[src/rtl/match_pkg.sv]
// rtl/match_pkg.sv - shared state encodings and widths for the match controller
package match_pkg;

    // Encodings are visible on the state output, so they are fixed here.
    typedef enum logic [2:0] {
        ST_IDLE         = 3'd0,
        ST_KICKOFF      = 3'd1,
        ST_PLAY         = 3'd2,
        ST_GOAL_PAUSE   = 3'd3,
        ST_SUDDEN_DEATH = 3'd4,
        ST_GAME_OVER    = 3'd5
    } match_state_t;

    localparam int FRAME_W  = 16;
    localparam int WINNER_W = 2;

endpackage

[src/rtl/frame_down_counter.sv]
// rtl/frame_down_counter.sv - loadable frame down-counter that holds at zero
//
// Ports:
//   clk, rst_n  - clock, asynchronous active-low reset (count clears to 0)
//   load        - load load_value (wins over enable)
//   load_value  - value to load
//   enable      - decrement by one when set (normally frame_tick qualified by state)
//   count       - current count
//   zero        - count is zero
module frame_down_counter #(
    parameter int W = 16
) (
    input  logic         clk,
    input  logic         rst_n,
    input  logic         load,
    input  logic [W-1:0] load_value,
    input  logic         enable,
    output logic [W-1:0] count,
    output logic         zero
);

    always_ff @(posedge clk or negedge rst_n) begin
        if (!rst_n) begin
            count <= '0;
        end else if (load) begin
            count <= load_value;
        end else if (enable && (count != '0)) begin
            count <= count - 1'b1;
        end
    end

    assign zero = (count == '0);

endmodule

[src/rtl/match_controller.sv]
// rtl/match_controller.sv - match sequencing: kickoff, play, goal pauses, timeout, sudden death
//
// Ports:
//   Clk, Reset_n - clock, asynchronous active-low reset
//   frame_tick   - one-cycle pulse per video frame
//   start        - level request to start a match; must drop to leave GAME_OVER
//   goal         - one-cycle pulse per player credited with a goal
//   score        - packed scores, player 0 in the LSBs
//   frames_left  - remaining regulation frames
//   state        - current state (match_pkg encoding)
//   round_reset  - one-cycle pulse repositioning ball and characters
//   play_en      - high in PLAY and SUDDEN_DEATH
//   winner       - winning player index, meaningful in GAME_OVER
module match_controller
    import match_pkg::*;
#(
    parameter int NUM_PLAYERS  = 2,
    parameter int SCORE_W      = 4,
    parameter int WIN_SCORE    = 5,
    parameter int MATCH_FRAMES = 5400,
    parameter int PAUSE_FRAMES = 120
) (
    input  logic                           Clk,
    input  logic                           Reset_n,
    input  logic                           frame_tick,
    input  logic                           start,
    input  logic [NUM_PLAYERS-1:0]         goal,
    output logic [NUM_PLAYERS*SCORE_W-1:0] score,
    output logic [FRAME_W-1:0]             frames_left,
    output logic [2:0]                     state,
    output logic                           round_reset,
    output logic                           play_en,
    output logic [WINNER_W-1:0]            winner
);

    localparam logic [SCORE_W-1:0] WIN        = SCORE_W'(WIN_SCORE);
    localparam logic [FRAME_W-1:0] MATCH_LOAD = FRAME_W'(MATCH_FRAMES);
    localparam logic [FRAME_W-1:0] PAUSE_LOAD = FRAME_W'(PAUSE_FRAMES);

    match_state_t state_q, state_d;

    logic [SCORE_W-1:0]  score_q [NUM_PLAYERS];
    logic [WINNER_W-1:0] winner_q, winner_d;
    logic                round_reset_q, round_reset_d;

    logic                load_reg, load_pause;
    logic                clear_scores, credit, set_winner;

    logic [FRAME_W-1:0]  pause_count;
    logic                reg_zero, pause_zero;
    logic                reg_tick, pause_tick;
    logic                reg_timeout, pause_done;

    logic                goal_valid;
    logic [WINNER_W-1:0] goal_idx;
    logic [SCORE_W-1:0]  goal_cur, goal_new;
    logic                goal_wins;

    logic [SCORE_W-1:0]  max_score;
    logic [WINNER_W-1:0] max_idx;
    logic [2:0]          max_count;

    // Regulation timer only runs in PLAY; it keeps counting on a goal cycle,
    // so a goal on the final tick leaves frames_left at 0 and the timeout is
    // then decided when play resumes.
    assign reg_tick   = frame_tick && (state_q == ST_PLAY);
    assign pause_tick = frame_tick && ((state_q == ST_KICKOFF) || (state_q == ST_GOAL_PAUSE));

    frame_down_counter #(.W(FRAME_W)) u_reg_timer (
        .clk        (Clk),
        .rst_n      (Reset_n),
        .load       (load_reg),
        .load_value (MATCH_LOAD),
        .enable     (reg_tick),
        .count      (frames_left),
        .zero       (reg_zero)
    );

    frame_down_counter #(.W(FRAME_W)) u_pause_timer (
        .clk        (Clk),
        .rst_n      (Reset_n),
        .load       (load_pause),
        .load_value (PAUSE_LOAD),
        .enable     (pause_tick),
        .count      (pause_count),
        .zero       (pause_zero)
    );

    // Act on the tick that empties a timer rather than one cycle later.
    assign reg_timeout = reg_zero || (reg_tick && (frames_left == FRAME_W'(1)));
    assign pause_done  = pause_zero || (pause_tick && (pause_count == FRAME_W'(1)));

    // Lowest asserted goal bit wins: scan downwards so the last hit is the lowest.
    always_comb begin
        goal_valid = 1'b0;
        goal_idx   = '0;
        goal_cur   = '0;
        for (int i = NUM_PLAYERS - 1; i >= 0; i--) begin
            if (goal[i]) begin
                goal_valid = 1'b1;
                goal_idx   = i[WINNER_W-1:0];
                goal_cur   = score_q[i];
            end
        end
        goal_new  = (goal_cur >= WIN) ? WIN : goal_cur + 1'b1;
        goal_wins = (goal_new == WIN);
    end

    // Timeout decision: a unique leader wins, any tie goes to sudden death.
    always_comb begin
        max_score = '0;
        max_idx   = '0;
        max_count = '0;
        for (int i = 0; i < NUM_PLAYERS; i++) begin
            if (score_q[i] > max_score) begin
                max_score = score_q[i];
                max_idx   = i[WINNER_W-1:0];
            end
        end
        for (int i = 0; i < NUM_PLAYERS; i++) begin
            if (score_q[i] == max_score) begin
                max_count = max_count + 3'd1;
            end
        end
    end

    always_comb begin
        state_d       = state_q;
        winner_d      = winner_q;
        round_reset_d = 1'b0;
        load_reg      = 1'b0;
        load_pause    = 1'b0;
        clear_scores  = 1'b0;
        credit        = 1'b0;
        set_winner    = 1'b0;
        unique case (state_q)
            ST_IDLE: begin
                if (start) begin
                    clear_scores  = 1'b1;
                    load_reg      = 1'b1;
                    load_pause    = 1'b1;
                    round_reset_d = 1'b1;
                    state_d       = ST_KICKOFF;
                end
            end
            ST_KICKOFF: begin
                if (pause_done) state_d = ST_PLAY;
            end
            ST_PLAY: begin
                if (goal_valid) begin
                    credit        = 1'b1;
                    round_reset_d = 1'b1;
                    if (goal_wins) begin
                        set_winner = 1'b1;
                        winner_d   = goal_idx;
                        state_d    = ST_GAME_OVER;
                    end else begin
                        load_pause = 1'b1;
                        state_d    = ST_GOAL_PAUSE;
                    end
                end else if (reg_timeout) begin
                    if (max_count == 3'd1) begin
                        set_winner = 1'b1;
                        winner_d   = max_idx;
                        state_d    = ST_GAME_OVER;
                    end else begin
                        state_d = ST_SUDDEN_DEATH;
                    end
                end
            end
            ST_GOAL_PAUSE: begin
                if (pause_done) state_d = ST_PLAY;
            end
            ST_SUDDEN_DEATH: begin
                if (goal_valid) begin
                    credit        = 1'b1;
                    round_reset_d = 1'b1;
                    set_winner    = 1'b1;
                    winner_d      = goal_idx;
                    state_d       = ST_GAME_OVER;
                end
            end
            ST_GAME_OVER: begin
                if (!start) state_d = ST_IDLE;
            end
            default: state_d = ST_IDLE;
        endcase
    end

    always_ff @(posedge Clk or negedge Reset_n) begin
        if (!Reset_n) begin
            state_q       <= ST_IDLE;
            winner_q      <= '0;
            round_reset_q <= 1'b0;
        end else begin
            state_q       <= state_d;
            round_reset_q <= round_reset_d;
            if (clear_scores) begin
                winner_q <= '0;
            end else if (set_winner) begin
                winner_q <= winner_d;
            end
        end
    end

    always_ff @(posedge Clk or negedge Reset_n) begin
        if (!Reset_n) begin
            for (int i = 0; i < NUM_PLAYERS; i++) score_q[i] <= '0;
        end else if (clear_scores) begin
            for (int i = 0; i < NUM_PLAYERS; i++) score_q[i] <= '0;
        end else if (credit) begin
            for (int i = 0; i < NUM_PLAYERS; i++) begin
                if (goal_idx == i[WINNER_W-1:0]) score_q[i] <= goal_new;
            end
        end
    end

    for (genvar g = 0; g < NUM_PLAYERS; g++) begin : g_score
        assign score[g*SCORE_W +: SCORE_W] = score_q[g];
    end

    assign state       = state_q;
    assign round_reset = round_reset_q;
    assign winner      = winner_q;
    assign play_en     = (state_q == ST_PLAY) || (state_q == ST_SUDDEN_DEATH);

endmodule

[config.mk]
export PLATFORM = sky130hd
export DESIGN_NAME = match_controller
export DESIGN_NICKNAME = d
export VERILOG_FILES = /design/src/rtl/match_pkg.sv /design/src/rtl/frame_down_counter.sv /design/src/rtl/match_controller.sv
export SDC_FILE = /design/constraint.sdc
export NUM_CORES = 1
export LEC_CHECK = 0
export CELL_PAD_IN_SITES_DETAIL_PLACEMENT = 0
export CELL_PAD_IN_SITES_GLOBAL_PLACEMENT = 2
export CORE_ASPECT_RATIO = 1.25
export CORE_UTILIZATION = 30
export DETAILED_ROUTE_END_ITERATION = 10
export GPL_TIMING_DRIVEN = 0
export HOLD_SLACK_MARGIN = 0.15
export PLACE_DENSITY = 0.75
export SYNTH_ARGS = -nofsm -noshare
export SYNTH_HDL_FRONTEND = slang
export SYNTH_HIERARCHICAL = 1
export SYNTH_SLANG_ARGS = --single-unit
[constraint.sdc]
create_clock -name Clk -period 2.2 [get_ports Clk]
set_input_delay 0.55 -clock Clk [delete_from_list [all_inputs] [get_ports Clk]]
set_output_delay 0.55 -clock Clk [all_outputs]
set_load 0.01 [all_outputs]
Word level (Yosys, flattened, before mapping):

Index checks and enable logic that the tools add are counted.

* add/subtract/negate cells: 4
* order comparisons: 3
* equal/unequal tests: 21
* muxes and demuxes: 50
* reduce and logical (&&, ||, !) cells: 29

Operators by type and width (count)
* $mux W16: 4
* $eq A16 B1 Y1 const B: 2
* $logic_not A16 Y1: 2
* $reduce_bool A16 Y1: 2
* $sub A16 B1 Y16 const B: 2
* $mux W4: 7
* $mux W3: 8
* $mux W1: 17
* $mux W8: 2
* $pmux W3 S5: 1
* $mux W2: 7
* $reduce_bool A2 Y1: 6
* $eq A4 B4 Y1: 2
* $ne A4 B4 Y1 const B: 2
* $eq A3 B1 Y1 const B: 2
* $eq A3 B2 Y1 const B: 2
* $eq A3 B3 Y1 const B: 2
* $logic_and A1 B1 Y1: 6
* $ne A2 B2 Y1 const B: 3
* $ne A3 B3 Y1 const B: 2
* $pmux W1 S2: 3
* $reduce_and A6 Y1: 1
* $reduce_and A5 Y1: 1
* $add A4 B1 Y4 const B: 1
* other kinds (15): 20

* bits in registers: 46
* input port bits: 6
* logic and storage cells: 114

Logic depth before layout (Yosys ltp):

* word-level depth: 15
* depth in mapped cells: 11

Modules after synthesis:

The synthesis kept the hierarchy.

By module, submodules not included
* frame_down_counter: instances 2, cells an instance 124, area each 1063.5 sq um, seq. area each 400.4 sq um
* match_controller: instances 1, cells an instance 149, area each 1206.2 sq um, seq. area each 325.3 sq um

Least setup slack after synthesis:

No wires, ideal clock.

* path kind: reg2reg
* from: register u_pause_timer.count[0]
* to: register state_q[1], in the netlist state[1]
* arrival: 2.129 ns
* required time: 2.076 ns
* slack: -0.053 ns
* cell stages (with the launch flop): 11
* buffers on the path: 0
* period minus slack after synthesis: 2.253 ns
* cells stage by stage: dfrtp_1 inv_1 ha_1 nor4b_1 nand4_1 inv_1 or3b_1 a31oi_1 nor3_1 a21oi_1 o21bai_1

* elaborated cells on any way between the ends: 6
* classes of those cells: eq/ne: 2; reduce/logical: 4

RTL lines
* start, declared: RTL line frame_down_counter.sv:18 `output logic [W-1:0] count,`
* start signal, assigned: RTL line frame_down_counter.sv:26 `count <= load_value;`
* start signal, assigned: RTL line frame_down_counter.sv:28 `count <= count - 1'b1;`
* $logic_not A16 Y1: RTL line frame_down_counter.sv:32 `assign zero = (count == '0);`
* named net pause_zero: RTL line match_controller.sv:50 `logic reg_zero, pause_zero;`
* $logic_or A1 B1 Y1: RTL line match_controller.sv:91 `assign pause_done = pause_zero || (pause_tick && (pause_count == FRAME_W'(1)));`
* $ne A2 B1 Y1 (no line)
* $reduce_and A5 Y1 (no line)
* end signal, assigned: RTL line match_controller.sv:196 `state_q <= state_d;`
* end, declared: RTL line match_controller.sv:40 `match_state_t state_q, state_d;`

The timed path passes the listed nets, and every way through them passes these cells.
A chain may end at the register's enable or synchronous reset.

Worst setup path in the final report:

* from: register u_pause_timer.count[14]
* to: register u_pause_timer.count[1]

* word-level cells in the longest chain between the ends: 3

Ends and longest elaborated chain
* $reduce_bool A16 Y1: RTL line frame_down_counter.sv:27 `end else if (enable && (count != '0)) begin`
* $logic_and A1 B1 Y1: RTL line frame_down_counter.sv:27
* $reduce_bool A2 Y1 (no line)

No other way between the ends.

==> results.md <==
* Status: complete, no violations
* Pin count of the biggest net entering global routing at 35
* Io pins at 37
* Pre-Repair DR Iteration Count at 4
* Share of cells above drive strength 1 at a little under a quarter
* Ys Warns at 6
* Final core area utilization at between 40 and 50%
* Final ANT Viol Nets at 0
* Worst setup SP type: flop
* Root Buffer: clkbuf_16
* Starting density of the core at between 30% and 40%
* Hold WC Path Type: input port to async pin
* Post-Syn Area at 0.00333 mm²
* PwrDens at 1290 mW/mm²
* CTS tree: built
* TritonCTS Buffers at 5
* Sequential area share after synthesis at 33.8%
* Peak supply drop at 0.000420 V
* Die Y at 120 µm
* Row cnt at 42
* Ranking of synthesized cells by area: dfrtp_1 34%, nor2_1 4.2%, nand2_1 4.1%
* CTS Buffer Depth at 2
* Worst EP arrival at 2.34 ns
* Asr flop ratio synth at 100%
* Synth-to-layout area growth at 38.3%
* Most common cell after layout, fill and taps aside: dfrtp_1
* FMAX at between 0.4 and 0.5 GHz
* Hold Vio Cnt, Final at 0
* GP Congestion at 0.789
* Clk slew on worst S/H paths at about 0.070 ns
* WL/cell at 15.8 µm
* Die area at 0.0115 mm²
* Vias/cell at approximately 5.2
* Initial antenna violation count at 0
* Yosys top cell area share at 33.8%
* Min Hold Slack at 0.151 ns
* Global-route wire length before repair at 16.7 mm
* I/O Buffers at 34
* Slowest CP cell: or4_1
* Post-synth EDFFs at 0
* Htree depth at 2
* Core ar. at 0.0107 mm²
* Multi-input logic area at 0.00237 mm²
* Crit Path Category: flop to flop
* Critical Path RT at between 2 and 2.5 ns
* Count of final max-slew check failures at 0
* All-Layer GR Usage at 18.8%
* RSZ-0062 raised after global routing: true
* Remaining Overflow, GRT at 0
* Slew headroom at between 60% and 70%
* Layout Skew at 0.00712 ns
* Crit-path cells: or4_1 -> o41ai_4 -> mux2_4 -> a21oi_1
* Slew @ Worst Pin at 0.524 ns
* Register Area at 0.00113 mm²
* Post-route DRC at 0
* Synth unique cells at 64
* Cells after Synth at 397
* Vias in the first global route at 3,269
* Die X-Extent at about 96 µm
* Max-cap violations at 0
* Sink Count at 45
* Min cycle time layout at 2.12 ns
* Post-detail-place hpwl at 6.94 mm
* DRT iter0 DRCs at ~200
* Fillers at 1,135
* Area leader, netlist: dfrtp_1
* Leakage power at roughly 1.8 nW
* Final Setup Violations at 0
* Ant diodes at 0
* Via count at 3,263
* Most frequent cells in the layout: 39 x dfrtp_1, 36 x nor2_1, 34 x nand2_1
* FF+latch count, synth at 45
* Ys flop type: dfrtp_1
* Syn avg cell area at ~8.4 µm²
* Crit-path max FO at 6
* Clock latency on the worst-skew pair at 0.29 ns
* Layout net count at 512
* Drt total wl at 9.94 mm
* Crit share post-route at between 90% and 100%
* Delay of the slowest critical-path stage at 0.68 ns
* CP Capture Type: flop
## cell families after synthesis
family / Yosys count / synth area share (%)
mux: 7 / 2.33
simple gates: 186 / 31.9
compound gates: 104 / 21.1
buf+inv: 37 / 5.48
flops: 45 / 33.8
xor+xnor: 7 / 1.84
fa+ha+maj: 9 / 3.38
other cells: 2 / 0.225
## what timing repair did
item | 4_1_cts | 5_1_grt
setup endpoints to repair | 40 | 27
gates resized for setup | 48 | 25
setup buffers | 12 | 18
hold buffers | 0 | 0
pin swaps | 9 | 10
## cells in the mapped netlist, types with 3 or more instances
cell	number
nand2_1	36
a21oi_1	24
o21ai_0	14
nor3_1	14
nor2_1	37
clkbuf_1	10
nand4_1	9
o21ai_1	14
a22oi_1	5
o211ai_1	4
or4_1	10
o41ai_1	5
o31ai_1	4
mux2i_1	4
buf_6	5
ha_1	9
or3_1	8
nor4b_1	4
nor2b_1	8
inv_1	18
dfrtp_1	45
and2_1	8
a2bb2oi_1	3
nand4b_1	6
a31oi_1	15
nor4_1	11
nand3_1	10
xnor2_1	5
## state kept, by name, indices dropped and copies added, names as in the netlist
name / count
u_reg_timer/count: 16
state: 3
score: 8
winner: 1
u_pause_timer/count: 16
round_reset: 1
## through the flow
step / power [mW] / cell area (µm²) / TNS [ns] / worst slack [ns] / instances
after floorplan: 3.45 / 3460 / 0 / 0.00475 / 428
after global placement: 4.47 / 3960 / -65.66 / -0.972 / 594
after detailed placement: 4.51 / 3980 / -22.96 / -0.911 / 595
after CTS: 5.72 / 4400 / -0.00138 / -0.00138 / 613
after global routing: 6.46 / 4610 / -0.0717 / -0.0329 / 629
final: 5.95 / 4610 / 0 / 0.0768 / 629
## path summary, 6_finish.rpt
path	endpoint	depth (start not counted)	start	slack [ns]
max in group asynchronous	state[0]$_DFFE_PN0P_	2	Reset_n	1.53
max	u_pause_timer/count[1]$_DFFE_PN0P_	4	u_pause_timer/count[14]$_DFFE_PN0P_	0.08
min	u_reg_timer/count[4]$_DFFE_PN0P_	1	Reset_n	0.15
max reg2reg	u_pause_timer/count[1]$_DFFE_PN0P_	4	u_pause_timer/count[14]$_DFFE_PN0P_	0.08
min in group Clk	winner[0]$_DFFE_PN0P_	2	winner[0]$_DFFE_PN0P_	0.60
min reg2reg	winner[0]$_DFFE_PN0P_	2	winner[0]$_DFFE_PN0P_	0.60
## where the power goes
part           internal (mW)  switching [mW]  leakage, nW
Combinational           1.64            1.43         1.21
Sequential              1.22           0.800        0.533
Clock                  0.528           0.335       0.0797
Total                   3.39            2.57         1.82
## final cells by class
cell class,count,share of cell area (%)
inverter,19,1.60
timing repair buffer,65,12.6
clock buffer,5,2.72
sequential,45,24.6
multi-input combinational,346,51.5
clock inverter,2,0.760
buffer,15,2.61
tap,132,3.58
## critical path: cells and delay by family (launching register included)
family,cells,cell delay [ns]
DFF,1,0.46
muxes,1,0.33
and+or+nand+nor,1,0.68
AOI/OAI and AO/OA,2,0.57
## layer usage
| metal | vias to the layer above | track usage [%] | routed length [µm] |
|---|---|---|---|
| met1 | 1542 | 25.4 | 4520 |
| li1 | 1653 | - | - |
| met5 | - | 0 | 0 |
| met4 | 0 | 6.16 | 165 |
| met3 | 10 | 2.66 | 346 |
| met2 | 58 | 30.5 | 4920 |
(Power assumes the default switching activity.)
